`src/rtl/logic_unit_pipe.sv`:
```
// Single-stage bitwise logic unit with valid/ready handshakes on both sides.
// Op 111 folds a multi-beat XOR-accumulate sequence into one result on the last beat.
module logic_unit_pipe #(
  parameter int unsigned WIDTH = 8
) (
  input  logic             clk,
  input  logic             rst_n,
  input  logic             in_valid,
  output logic             in_ready,
  input  logic [2:0]       op,
  input  logic [WIDTH-1:0] a,
  input  logic [WIDTH-1:0] b,
  input  logic             last,
  output logic             out_valid,
  input  logic             out_ready,
  output logic [WIDTH-1:0] y,
  output logic             zero,
  output logic             par
);

  typedef enum logic {
    IDLE  = 1'b0,
    ACCUM = 1'b1
  } state_t;

  state_t           r_state;
  state_t           w_state_nxt;
  logic [WIDTH-1:0] r_acc;
  logic [WIDTH-1:0] w_acc_nxt;
  logic [WIDTH-1:0] w_res;
  logic [WIDTH-1:0] r_y;
  logic             r_out_valid;
  logic             r_zero;
  logic             r_par;
  logic             w_accept;
  logic             w_is_acc;
  logic             w_produce;

  // Ready is suppressed during reset so a beat presented then is never taken.
  assign in_ready  = rst_n & (~r_out_valid | out_ready);
  assign w_accept  = in_valid & in_ready;
  assign w_is_acc  = (op == 3'b111);
  assign w_produce = w_accept & (~w_is_acc | last);

  always_comb begin
    w_res = '0;
    unique case (op)
      3'b000: w_res = a & b;
      3'b001: w_res = a | b;
      3'b010: w_res = ~(a & b);
      3'b011: w_res = ~(a | b);
      3'b100: w_res = a ^ b;
      3'b101: w_res = ~(a ^ b);
      3'b110: w_res = ~a;
      3'b111: w_res = (r_state == ACCUM) ? (r_acc ^ a) : a;
      default: w_res = '0;
    endcase
  end

  always_comb begin
    w_state_nxt = r_state;
    w_acc_nxt   = r_acc;
    if (w_accept) begin
      if (w_is_acc && !last) begin
        w_acc_nxt   = (r_state == ACCUM) ? (r_acc ^ a) : a;
        w_state_nxt = ACCUM;
      end else begin
        // Closing an accumulation or any plain op discards the partial acc.
        w_acc_nxt   = '0;
        w_state_nxt = IDLE;
      end
    end
  end

  always_ff @(posedge clk) begin
    if (!rst_n) begin
      r_state <= IDLE;
      r_acc   <= '0;
    end else begin
      r_state <= w_state_nxt;
      r_acc   <= w_acc_nxt;
    end
  end

  always_ff @(posedge clk) begin
    if (!rst_n) begin
      r_out_valid <= 1'b0;
      r_y         <= '0;
      r_zero      <= 1'b1;
      r_par       <= 1'b0;
    end else if (w_produce) begin
      r_out_valid <= 1'b1;
      r_y         <= w_res;
      r_zero      <= ~|w_res;
      r_par       <= ^w_res;
    end else if (r_out_valid && out_ready) begin
      r_out_valid <= 1'b0;
    end
  end

  assign out_valid = r_out_valid;
  assign y         = r_y;
  assign zero      = r_zero;
  assign par       = r_par;

endmodule

```
`config.mk`:
```
export PLATFORM = sky130hd
export DESIGN_NAME = logic_unit_pipe
export DESIGN_NICKNAME = d
export VERILOG_FILES = /design/src/rtl/logic_unit_pipe.sv
export SDC_FILE = /design/constraint.sdc
export NUM_CORES = 1
export LEC_CHECK = 0
export ABC_CLOCK_PERIOD_IN_PS = 2800
export CORE_UTILIZATION = 45
export DETAILED_ROUTE_END_ITERATION = 6
export GPL_ROUTABILITY_DRIVEN = 0
export MAX_ROUTING_LAYER = met4
export PLACE_DENSITY = 0.76
export SLEW_MARGIN = 20
export SYNTH_ARGS = -nofsm -noshare
export SYNTH_HDL_FRONTEND = slang
export SYNTH_SLANG_ARGS = --single-unit
```
`constraint.sdc`:
```
create_clock -name clk -period 2.8 [get_ports clk]
set_input_delay 0.56 -clock clk [delete_from_list [all_inputs] [get_ports clk]]
set_output_delay 0.56 -clock clk [all_outputs]
set_load 0.01 [all_outputs]
```
Yosys cells after proc, flatten, opt, wreduce, memory -nomap -nowiden:

Cells that the tools add are included.

* flip-flop bits (word level): 20
* bits of input ports: 24
* word-level logic and storage cells: 42
* output and inout bits: 12

* reduce and logical (&&, ||, !) cells: 8
* mux-type cells: 6
* bitwise gates (word level): 15
* eq/ne operators: 7

Operator list (count)
* 8-bit one-hot mux with 8 select lines: 1
* 8-bit NOT: 4
* 8-bit 2-to-1 mux: 2
* 8-bit bitwise XOR: 2
* 3-bit equality test, second input constant: 4
* 8-bit bitwise AND: 1
* 8-bit OR: 1
* 8-bit OR reduction: 1
* 8-bit parity: 1
* 3-bit by 2-bit equality test with 1-bit output, second input constant: 2
* 1-bit bitwise AND: 3
* 3-bit by 1-bit equality test with 1-bit output, second input constant: 1
* 3-bit logical NOT: 1
* 1-bit 2-to-1 mux: 3
* 1-bit logical AND: 2
* 1-bit logical NOT: 2
* 1-bit NOT: 2
* 1-bit OR: 2
* 2-bit nonzero test: 1

Longest topological paths before layout:

* depth after elaboration: 6
* depth in mapped cells: 12
* depth with buffers taken out: 12

Worst setup path before layout:

No wires, ideal clock.

* path kind: input -> register
* from: in a[7]
* to: reg r_par, in the netlist par
* data required time: 2.684 ns
* arrival: 2.436 ns
* cell stages on the path: 10
* path slack: 0.248 ns
* cell sequence: inv_1 ha_1 mux2_1 mux4_2 nor2_1 ha_1 xor2_1 xnor2_1 nand2_1 o211a_1

* cells in the longest elaborated chain, start to end: 4

Ends and longest elaborated chain
* from (decl): RTL line 11 `input logic [WIDTH-1:0] a,`
* 8-bit bitwise XOR, or another cell as far along: RTL line 55 `3'b111: w_res = (r_state == ACCUM) ? (r_acc ^ a) : a;`
* 8-bit 2-to-1 mux, or another cell as far along: RTL line 55
* 8-bit one-hot mux with 8 select lines *: RTL line 47 `unique case (op)`
* 8-bit parity *: RTL line 95 `r_par <= ^w_res;`
* to (signal assigned): RTL line 95
* to (decl): RTL line 34 `logic r_par;`

Every way passes the cells marked *; elsewhere a longest branch is shown, timed or not.
A chain may end at the register's enable or synchronous reset.

Final worst setup path:

* from: in b[5]
* to: reg r_par, in the netlist par

* cells in the longest elaborated chain, start to end: 4

Ends and longest elaborated chain
* from (decl): RTL line 12 `input logic [WIDTH-1:0] b,`
* 8-bit bitwise XOR, or another cell as far along: RTL line 52, 53
* 8-bit NOT (on tied branches): RTL line 53, 50, 51
* 8-bit one-hot mux with 8 select lines *: RTL line 47
* 8-bit parity *: RTL line 95

Marked as above.

==> run metrics <==
DP HPWL 3.74 mm; non-filler cells, final 369; Max rail drop VDD 313 uV; GRT Total Usage 0.248; CTS clk-pin slew, worst paths 0.09 ns; Internal Power 0.716 mW; final-report hold violation count 0; total power 1.02 mW; total CTS buffers 3; post-synth design cell area 1870 um2; critical path type primary input to register; Post-synth ARST share 0; initial antenna violation count 0; commonest cells in the netlist 22 x nand2_1, 20 x dfxtp_1, 20 x ha_1; initial drt markers 70; Clock Skews between 0.008 and 0.009 ns; max cap viols 0; Core Box Area between 4000 and 5000 um2; TritonCTS clock tree yes; DR vias/cell between 5 and 6; largest fanout on the critical path 2; Power Density between 300 and 400 nW/um2; synth warn 0; Initial Util 0.469; clk sink count 20; DIE HEIGHT 66.5 um; Fin Setup TNS 0 ns; count leader, synth nand2_1; CTS max path bufs 2; CP endpoint kind register; final antenna-violating net count 0; largest net degree at the start of global routing 20; Port Buffers 35; Skew-Pair Late Insertion Delay 0.27 ns; Syn-to-layout area delta 52.5%; post-synth top area cell dfxtp_1; DR pass1 iterations 4; synthesized flop and latch total 20; routed length per placed instance around 14 um; layout cells sized above 1 0.295; placed insts 359; final setup violation count 0; Synth top area share 0.214; grt ovf 0; clock share of power 0.295; Ports 36; Worst-Margin Slew 0.876 ns; Post-synth EDFFs 0; Avg Inst Size Synth approximately 8.0 um2; DRC 0; Tmin final 2.72 ns; crit path launch type primary input; CTS Root Cell clkbuf_8; Req. time, crit path ~3 ns; ys flop type dfxtp_1; switching pwr roughly 0.3 mW; Mapped Cells ~230; Antenna Cells 0; Seq pwr share 0.303; CTS hold repair buffers 0; Syn Nets 277; outcome completed; fmax roughly 370 MHz; vias in the first global route 1869; Leak 1.35 nW; via count 2093; Sw Share 0.298; Die Area 4430 um2; final max-slew violation count 0; Critical Path AT 2.88 ns; Tightest Hold Check Type register to register; synth top area cells dfxtp_1 21%, ha_1 13%, a32o_2 4.8%; Die W roughly 67 um; logic gate share of total power 0.401; Worst slew margin 0.414; htree depth 1; row count 23; first-pass GRT wire length 8.20 mm; Final period util 0.970; Total Wirelength 5.28 mm; sequential share of the synthesized area 0.214; final net count 364; number of distinct library cells after synthesis 51
[critical path, stage by stage]
cell and delay (ns):
clkdlybuf4s50_1 0.48, inv_1 0.07, ha_4 0.24, mux2i_1 0.13
o22ai_1 0.09, a221o_1 0.37, nor2_2 0.14, ha_1 0.24
xor2_1 0.18, xnor2_1 0.14, nand2_1 0.07, o211a_1 0.16
[cell type report]
type / instances / area, um2
Multi-Input combinational cell: 179 / 1410
Fill cell: 323 / 1140
Timing Repair Buffer: 96 / 842
Sequential cell: 20 / 400
Inverter: 20 / 75.1
Tap cell: 50 / 62.6
Clock buffer: 3 / 41.3
Clock inverter: 1 / 30.0
[worst paths after layout]
check / start / slack [ns] / cells after the start / endpoint
worst max-delay path: b[5] / 0.08 / 12 / par$_SDFFE_PN0P_
worst min-delay path: r_acc[1]$_SDFFE_PN0P_ / 0.48 / 1 / r_acc[1]$_SDFFE_PN0P_
worst max register to register: r_state$_SDFFE_PN0P_ / 0.41 / 10 / par$_SDFFE_PN0P_
worst min register to register: r_acc[1]$_SDFFE_PN0P_ / 0.48 / 1 / r_acc[1]$_SDFFE_PN0P_
[cell usage in the layout, fill, tap and decap left out, drive strengths merged, types with 3 or more instances in the layout]
cell / synthesis / layout
o21a: 3 / 3
mux2i: 3 / 3
nand3: 5 / 5
clkdlybuf4s50: 0 / 28
a32o: 8 / 8
ha: 20 / 20
a211oi: 5 / 5
nor2: 16 / 16
inv: 19 / 19
buf: 12 / 61
dlymetal6s2s: 0 / 6
dfxtp: 20 / 20
a31oi: 4 / 4
a22oi: 3 / 3
clkbuf: 2 / 3
o32ai: 4 / 4
a21boi: 4 / 4
o21ai: 17 / 17
nor3: 6 / 6
xnor2: 8 / 8
o31a: 3 / 3
a21oi: 10 / 10
nor2b: 5 / 5
nand2: 23 / 23
nand2b: 4 / 4
o22ai: 4 / 4
[sequential cells by signal (all words and copies together), names as in the netlist]
signal,count
y,8
r_state,1
r_acc,8
par,1
out_valid,1
zero,1
[power by group through the flow]
| stage | logic, mW | clock network (mW) | registers (mW) |
|---|---|---|---|
| 2_1_floorplan | 0.196 | 0 | 0.318 |
| 3_3_place_gp | 0.360 | 0 | 0.315 |
| 3_5_place_dp | 0.370 | 0 | 0.316 |
| 4_1_cts | 0.382 | 0.307 | 0.309 |
| 5_1_grt | 0.447 | 0.324 | 0.311 |
| 6_report | 0.409 | 0.301 | 0.309 |
[timing repair]
item,4_1_cts,5_1_grt
setup buffers,1,4
setup endpoints to repair,1,1
cloned,0,1
pin swaps,8,14
resized for setup,6,22
[routing by layer]
| metal | up-vias | wire length (um) | global-route usage |
|---|---|---|---|
| met5 | - | 0 | - |
| met3 | 10 | 263 | 0.0445 |
| met4 | 0 | 85 | 0.0505 |
| met2 | 74 | 2700 | 0.438 |
| li1 | 1024 | - | - |
| met1 | 985 | 2240 | 0.295 |
[per-stage QoR]
stage	worst slack, ns	hold WS, ns	utilization	instance area, um2
finish	0.0840	0.479	0.714	2860
global route	-0.0398	0.497	0.714	2860
CTS	0.00302	0.481	0.685	2740
detailed placement	-0.430	0.459	0.655	2620
global placement	-0.357	0.452	0.655	2620
floorplan	0.248	0.444	-	1870
[cells by family (layout without fill, tap and decap cells)]
kind of cell	Yosys count	count (layout)	synth area share
compound gates	77	77	0.296
fa+ha+maj	20	20	0.134
xor+xnor	10	10	0.0467
flops	20	20	0.214
mux	5	5	0.0340
simple gates	67	67	0.187
buf+inv	34	120	0.0888
Note: power is estimated with default switching activity, not from simulation.
